**src/rtl/resp_router_pkg.sv**
```systemverilog
// Shared vector constants for the response path and the request arbiter.
// The router and its per-core buffers size themselves from these defaults.
package resp_router_pkg;

  localparam int DEF_NUM_OF_CORES = 4;
  localparam int ARB_NUM_CORES    = DEF_NUM_OF_CORES;
  localparam int DEF_DATA_WIDTH   = 64;
  localparam int DEF_RESP_DEPTH   = 4;
  localparam int CORE_ID_W        = (DEF_NUM_OF_CORES > 1) ? $clog2(DEF_NUM_OF_CORES) : 1;

  // Pointer/occupancy width: one extra bit separates full from empty.
  function automatic int resp_ptr_w(input int depth);
    return $clog2(depth) + 1;
  endfunction

  // Core id width that stays legal for a single-core build.
  function automatic int core_id_w(input int num_cores);
    return (num_cores > 1) ? $clog2(num_cores) : 1;
  endfunction

endpackage

```
**src/rtl/resp_fifo.sv**
```systemverilog
// Single per-core response buffer: register storage, wrap-bit pointers,
// occupancy, full and empty flags.
module resp_fifo
  import resp_router_pkg::*;
#(
  parameter int DATA_WIDTH = DEF_DATA_WIDTH,
  parameter int DEPTH      = DEF_RESP_DEPTH,
  localparam int PTR_W     = resp_ptr_w(DEPTH)
) (
  input  logic                  clk,
  input  logic                  reset_n,
  input  logic                  push,
  input  logic [DATA_WIDTH-1:0] push_data,
  input  logic                  pop,
  output logic [DATA_WIDTH-1:0] head_data,
  output logic [PTR_W-1:0]      count,
  output logic                  full,
  output logic                  empty
);

  localparam int AW = PTR_W - 1;

  logic [PTR_W-1:0]      wr_ptr_r;
  logic [PTR_W-1:0]      rd_ptr_r;
  logic [DATA_WIDTH-1:0] mem_r [DEPTH];
  logic                  push_ok_s;
  logic                  pop_ok_s;

  // Status flags from the pointer pair; push/pop are guarded against full/empty.
  always_comb begin
    full      = (wr_ptr_r[PTR_W-1] != rd_ptr_r[PTR_W-1]) &&
                (wr_ptr_r[AW-1:0] == rd_ptr_r[AW-1:0]);
    empty     = (wr_ptr_r == rd_ptr_r);
    count     = wr_ptr_r - rd_ptr_r;
    push_ok_s = push & ~full;
    pop_ok_s  = pop & ~empty;
    head_data = mem_r[rd_ptr_r[AW-1:0]];
  end

  // Read/write pointers, cleared asynchronously.
  always_ff @(posedge clk or negedge reset_n) begin
    if (!reset_n) begin
      wr_ptr_r <= {PTR_W{1'b0}};
      rd_ptr_r <= {PTR_W{1'b0}};
    end else begin
      if (push_ok_s) begin
        wr_ptr_r <= wr_ptr_r + PTR_W'(1);
      end
      if (pop_ok_s) begin
        rd_ptr_r <= rd_ptr_r + PTR_W'(1);
      end
    end
  end

  // Payload storage; contents are meaningless until the pointers cover them.
  always_ff @(posedge clk) begin
    if (push_ok_s) begin
      mem_r[wr_ptr_r[AW-1:0]] <= push_data;
    end
  end

endmodule

```
**src/rtl/resp_router.sv**
```systemverilog
// Routes memory responses to per-core FIFOs by core id; each core drains
// its own buffer independently with a valid/ready handshake.
module resp_router
  import resp_router_pkg::*;
#(
  parameter int NUM_OF_CORES = DEF_NUM_OF_CORES,
  parameter int DATA_WIDTH   = DEF_DATA_WIDTH,
  parameter int RESP_DEPTH   = DEF_RESP_DEPTH,
  localparam int CID_W       = core_id_w(NUM_OF_CORES),
  localparam int CNT_W       = resp_ptr_w(RESP_DEPTH)
) (
  input  logic                               clk,
  input  logic                               reset_n,
  input  logic                               mem_resp_valid,
  input  logic [CID_W-1:0]                   mem_resp_core_id,
  input  logic [DATA_WIDTH-1:0]              mem_resp_data,
  output logic                               mem_resp_ready,
  output logic [NUM_OF_CORES-1:0]            core_resp_valid,
  output logic [NUM_OF_CORES*DATA_WIDTH-1:0] core_resp_data,
  input  logic [NUM_OF_CORES-1:0]            core_resp_ready,
  output logic [NUM_OF_CORES*CNT_W-1:0]      core_resp_count
);

  logic [NUM_OF_CORES-1:0] full_s;
  logic [NUM_OF_CORES-1:0] empty_s;
  logic [NUM_OF_CORES-1:0] push_s;
  logic [NUM_OF_CORES-1:0] pop_s;
  logic [(2**CID_W)-1:0]   full_ext_s;

  // Ready mux: ids with no core behind them read as full and are never accepted.
  always_comb begin
    full_ext_s = {(2**CID_W){1'b1}};
    for (int i = 0; i < NUM_OF_CORES; i++) begin
      full_ext_s[i] = full_s[i];
    end
    mem_resp_ready = ~full_ext_s[mem_resp_core_id];
  end

  // One-hot push decode and handshake-qualified pops.
  always_comb begin
    core_resp_valid = ~empty_s;
    for (int i = 0; i < NUM_OF_CORES; i++) begin
      push_s[i] = mem_resp_valid & mem_resp_ready & (mem_resp_core_id == CID_W'(i));
      pop_s[i]  = core_resp_ready[i] & core_resp_valid[i];
    end
  end

  for (genvar g = 0; g < NUM_OF_CORES; g++) begin : g_core
    resp_fifo #(
      .DATA_WIDTH (DATA_WIDTH),
      .DEPTH      (RESP_DEPTH)
    ) u_fifo (
      .clk       (clk),
      .reset_n   (reset_n),
      .push      (push_s[g]),
      .push_data (mem_resp_data),
      .pop       (pop_s[g]),
      .head_data (core_resp_data[g*DATA_WIDTH +: DATA_WIDTH]),
      .count     (core_resp_count[g*CNT_W +: CNT_W]),
      .full      (full_s[g]),
      .empty     (empty_s[g])
    );
  end

endmodule

```
**config.mk**
```make
export PLATFORM = sky130hd
export DESIGN_NAME = resp_router
export DESIGN_NICKNAME = d
export VERILOG_FILES = /design/src/rtl/resp_router_pkg.sv /design/src/rtl/resp_fifo.sv /design/src/rtl/resp_router.sv
export SDC_FILE = /design/constraint.sdc
export NUM_CORES = 1
export LEC_CHECK = 0
export ABC_AREA = 1
export CAP_MARGIN = 30
export CELL_PAD_IN_SITES_DETAIL_PLACEMENT = 2
export CELL_PAD_IN_SITES_GLOBAL_PLACEMENT = 2
export CORE_UTILIZATION = 44
export CTS_CLUSTER_DIAMETER = 40
export DETAILED_ROUTE_END_ITERATION = 10
export HOLD_SLACK_MARGIN = 0.1
export PLACE_DENSITY_LB_ADDON = 0.12
export SLEW_MARGIN = 20
export SYNTH_ARGS = -nofsm -noshare
export SYNTH_HDL_FRONTEND = slang
export SYNTH_HIERARCHICAL = 1
export SYNTH_SLANG_ARGS = --single-unit
export TNS_END_PERCENT = 1
```
**constraint.sdc**
```tcl
create_clock -name clk -period 10.9 [get_ports clk]
set_input_delay 2.18 -clock clk [delete_from_list [all_inputs] [get_ports clk]]
set_output_delay 2.18 -clock clk [all_outputs]
set_load 0.01 [all_outputs]
```
==> summary by stage <==
Timing
Setup repair after global routing left no endpoint under its margin. The peak clock frequency supported by timing is ~150 MHz. Dividing the final minimum period by the clock period gives roughly 63%.

The hold violation total from the final report is 0. For the final routed database, the setup TNS stands at 0 ps. Setup violations remaining at the end of the flow were counted as 0. The final-layout worst hold slack is approximately 550 ps. After layout, the minimum clock period comes to between 6000 and 7000 ps. Setup slack on the critical path of the routed design comes to roughly 4000 ps. The count of final max-slew check failures is 0. The slew at the pin closest to its max-slew limit is roughly 1000 ps. The worst setup skew after layout is around 33 ps. The worst relative slew slack is 30.9%.

Route
The detailed route wirelength on metal3 is between 9000 and 10000 µm. The routed length per instance is around 34 µm. After detailed routing, the number of vias per cell comes to around 6.

The DRC violations left is 0. The top metal layer carrying routed signals is met4. The detailed-route wire length is roughly 150000 µm. The first routing iteration left ~2.3k violations.

The via total after detailed routing is 26.7k. The detail route stage leaves a number of antenna-violating nets equal to 0. Summed over all nets, wire length on met2 after detailed routing comes to roughly 80000 µm. The detailed-route wire length on metal 1 is 56900 µm.

The iteration count of the initial detailed-routing pass is 7.

GRT
Entering global routing, the biggest net connects between 100 and 150 pins. Across every metal layer, demand over resource in global routing totals between 30% and 40%. The first global-routing pass estimated 213000 µm of wire. The initial antenna violation count came to 3. The number of global-route vias before repair is slightly below 30k. The total grt overflow is 0.

Clocking
The number of hold-repair buffers added at the cts stage is 0. The number of clock sinks is around 1.0k. Buffers inserted during clock tree synthesis total ~150. The maximum number of buffers from clock root to sink is 3. At the later pin of the worst-skew pair, clock insertion delay measures approximately 770 ps.

The depth of the CTS H-tree is 4. The clock transition at the register clock pins on the worst setup and hold paths after CTS is ~60 ps. The tree is rooted in a sky130_fd_sc_hd__clkbuf_16.

The number of setup buffers added after CTS is 0. The clock tree from TritonCTS is yes. Gates resized during post-CTS repair numbered 0.

Setup path
The worst reg2reg path startpoint is g_core[2].u_fifo/rd_ptr_r[1]$_DFFE_PN0P_. The maximum net fanout on the critical path is 67. STA puts the critical path data required time at between 8000 and 9000 ps. The category of the most critical setup path is reg2out.

The startpoint of the most critical setup path is g_core[2].u_fifo/rd_ptr_r[1]$_DFFE_PN0P_. The combined buffer and inverter count along the critical path is 4. The critical path startpoint category is a flip-flop.

STA puts the critical path data arrival time at between 4000 and 5000 ps. The worst register-to-register path ends at g_core[3].u_fifo/mem_r[2][11]$_DFFE_PP_. The slowest stage of the critical path is the sky130_fd_sc_hd__dfrtp_4 cell. Broken down by cell family, the worst path's largest delay share belongs to buffers and inverters. The critical path endpoint category is an output port. Traced cell by cell, the critical path runs through clkinv_2 > ha_1 > nand2_1 > inv_1 > nand3_1 > inv_1 > nand2_1 > nand2_1 > nand2_2 > and2_2 > clkdlybuf4s50_1. Counting cells, the worst reg-to-reg path comes to 15.

The minimum setup slack among reg-to-reg paths is about 5100 ps. The critical path runs through a total of 11 cells. The cell type with the highest occurrence count on the critical path is sky130_fd_sc_hd__nand2_1. The highest cell delay on the worst timing path is 1070 ps. The end of the critical path is mem_resp_ready.

Logic synthesis
Sequential elements use about four fifths of the synthesized area. After synthesis, the netlist uses 23 different library cells. Yosys printed 6 warnings. Synthesis produced a netlist with a net count of between 2k and 3k. Averaged over all synthesized cells, the footprint is about 14 µm². The gate count of the mapped netlist is 2764.

The count of state elements after synthesis is 1048. In this run the cell area of the synthesized design comes to ~40000 µm².

Power
Internal power comes to about 9600 µW. IR analysis of the VDD net gives a maximum drop of roughly 0.19 mV. The share of total power dissipated in sequential elements is around a third. The power share of the combinational group is between 30% and 40%. In this run the power spent charging and discharging nets is 5680 µW. The clock network is responsible for 31.9% of the overall power.

In this run the power density over the cells is ~310 nW/µm². The switching part of the total power is 37.3%. The leakage power total is 0.0164 µW.

Placed design
The HPWL after detailed placement is 80600 µm. The worst slack at placement is roughly 5000 ps. The placer's final routability congestion estimate is roughly 0.76. The number of buffers added on ports is ~350. Counting tap cells, the placed design contains a total of 4156 instances.

Finish
The post-route netlist has a little under a tenth of its cells at a drive strength greater than 1. The number of fillers in the final layout is between 8k and 9k. Once layout is complete, the utilization of the core stands at a little over half. The final cell count without fillers is between 4k and 5k. The antenna cell count is 0.

Leaving out fill and tap cells, the most frequent cells in the layout are sky130_fd_sc_hd__edfxtp_1, sky130_fd_sc_hd__nor2_1, sky130_fd_sc_hd__clkdlybuf4s50_1. Relative to the synthesized area, the layout overhead comes to 23.3%. The most frequent standard cell in the layout excluding fill and tap cells is sky130_fd_sc_hd__edfxtp_1. The number of nets in the finished design is approximately 3.2k.

Job
Across the run, the number of max-cap violations was 0.

Die
In this run the standard cell core region covers 90000 µm². The area of the die is 92100 µm². The die is 303 µm wide. The number of standard-cell rows in the floorplan is between 100 and 150. The effective utilization at floorplan is ~44%. The height of the die is between 300 and 400 µm. For this design the top-level I/O count stands at around 350.

Min path
The hold path startpoint is g_core[2].u_fifo/wr_ptr_r[2]$_DFFE_PN0P_. The type of the worst min-delay path is reg2reg.

Status
The run finished with clean final reports.
## worst min path at each step
stage,to,cells past startpoint,slack (ps)
global route,g_core[2].u_fifo/wr_ptr_r[2]$_DFFE_PN0P_,2,590
floorplan,g_core[0].u_fifo/wr_ptr_r[2]$_DFFE_PN0P_,2,480
detailed placement,g_core[0].u_fifo/wr_ptr_r[2]$_DFFE_PN0P_,2,530
global placement,g_core[1].u_fifo/wr_ptr_r[2]$_DFFE_PN0P_,2,510
finish,g_core[2].u_fifo/wr_ptr_r[2]$_DFFE_PN0P_,2,550
CTS,g_core[2].u_fifo/wr_ptr_r[2]$_DFFE_PN0P_,2,560
## routing by layer
layer	GRT usage (%)	vias to the layer above
met5	0	-
met4	14.2	0
met3	5.72	295
met2	57.4	1214
met1	39.2	14100
li1	-	11100
## stage by stage
step / instance area, µm² / power [µW]
finish: 49300 / 15200
global route: 49300 / 15700
CTS: 49300 / 15300
detailed placement: 44400 / 10200
global placement: 44200 / 9900
floorplan: 40000 / 7500
## final cells by class
| type | count | area (µm²) | area share (%) |
|---|---|---|---|
| sequential | 1048 | 31400 | 63.6 |
| multi-input combinational | 1473 | 7330 | 14.9 |
| timing repair buffer | 386 | 3960 | 8.03 |
| clock buffer | 167 | 3740 | 7.59 |
| tap | 1176 | 1470 | 2.98 |
| clock inverter | 97 | 1110 | 2.25 |
| inverter | 75 | 314 | 0.637 |
## worst reg2reg max path: stages (launching register included)
cell                       delay (ps)
sky130_fd_sc_hd__dfrtp_4         1070
sky130_fd_sc_hd__clkinv_2         940
sky130_fd_sc_hd__ha_1             580
sky130_fd_sc_hd__nand2_1           70
sky130_fd_sc_hd__inv_1             60
sky130_fd_sc_hd__nand3_1          190
sky130_fd_sc_hd__inv_1             70
sky130_fd_sc_hd__nand2_1           90
sky130_fd_sc_hd__nand2_1           70
sky130_fd_sc_hd__nand2_2           70
sky130_fd_sc_hd__nand3_2           90
sky130_fd_sc_hd__nor2_1           320
sky130_fd_sc_hd__nand2_1          360
sky130_fd_sc_hd__nor2_4           540
sky130_fd_sc_hd__buf_12           280
sky130_fd_sc_hd__buf_4            580
## cells in the mapped netlist, drive strengths merged
library cell  count  area, µm²
nand4             2       12.5
edfxtp         1024      30700
xnor2             3       26.3
clkbuf           64        240
fa                4       80.1
nand2            97        372
o21ai           512       2560
dfrtp            24        601
o22ai           256       1600
and2              1       7.51
inv              75        292
nor2            531       1990
ha               28        350
nand3            33        170
buf             104        881
xor2              6       52.6
## power by group through the flow
stage	combinational (µW)	sequential, µW	clock, µW
4_1_cts	5250	5150	4930
3_5_place_dp	5030	5200	0
2_1_floorplan	2600	4900	0
6_report	5230	5150	4870
3_3_place_gp	4740	5160	0
5_1_grt	5510	5180	5050
## flip-flops by register name (all words and copies together), names as in the netlist
signal,cells
g_core.u_fifo/mem_r,1024
g_core.u_fifo/rd_ptr_r,12
g_core.u_fifo/wr_ptr_r,12
## cell families (layout without fill, tap and decap cells)
kind of cell / Yosys count / after routing / synth area share (%)
simple gates: 664 / 664 / 6.39
flops: 1048 / 1048 / 78.4
compound gates: 768 / 768 / 10.4
buf+inv: 243 / 725 / 3.53
xor+xnor: 9 / 9 / 0.197
fa+ha+maj: 32 / 32 / 1.08
No activity file was read; power rests on OpenSTA's default activity.
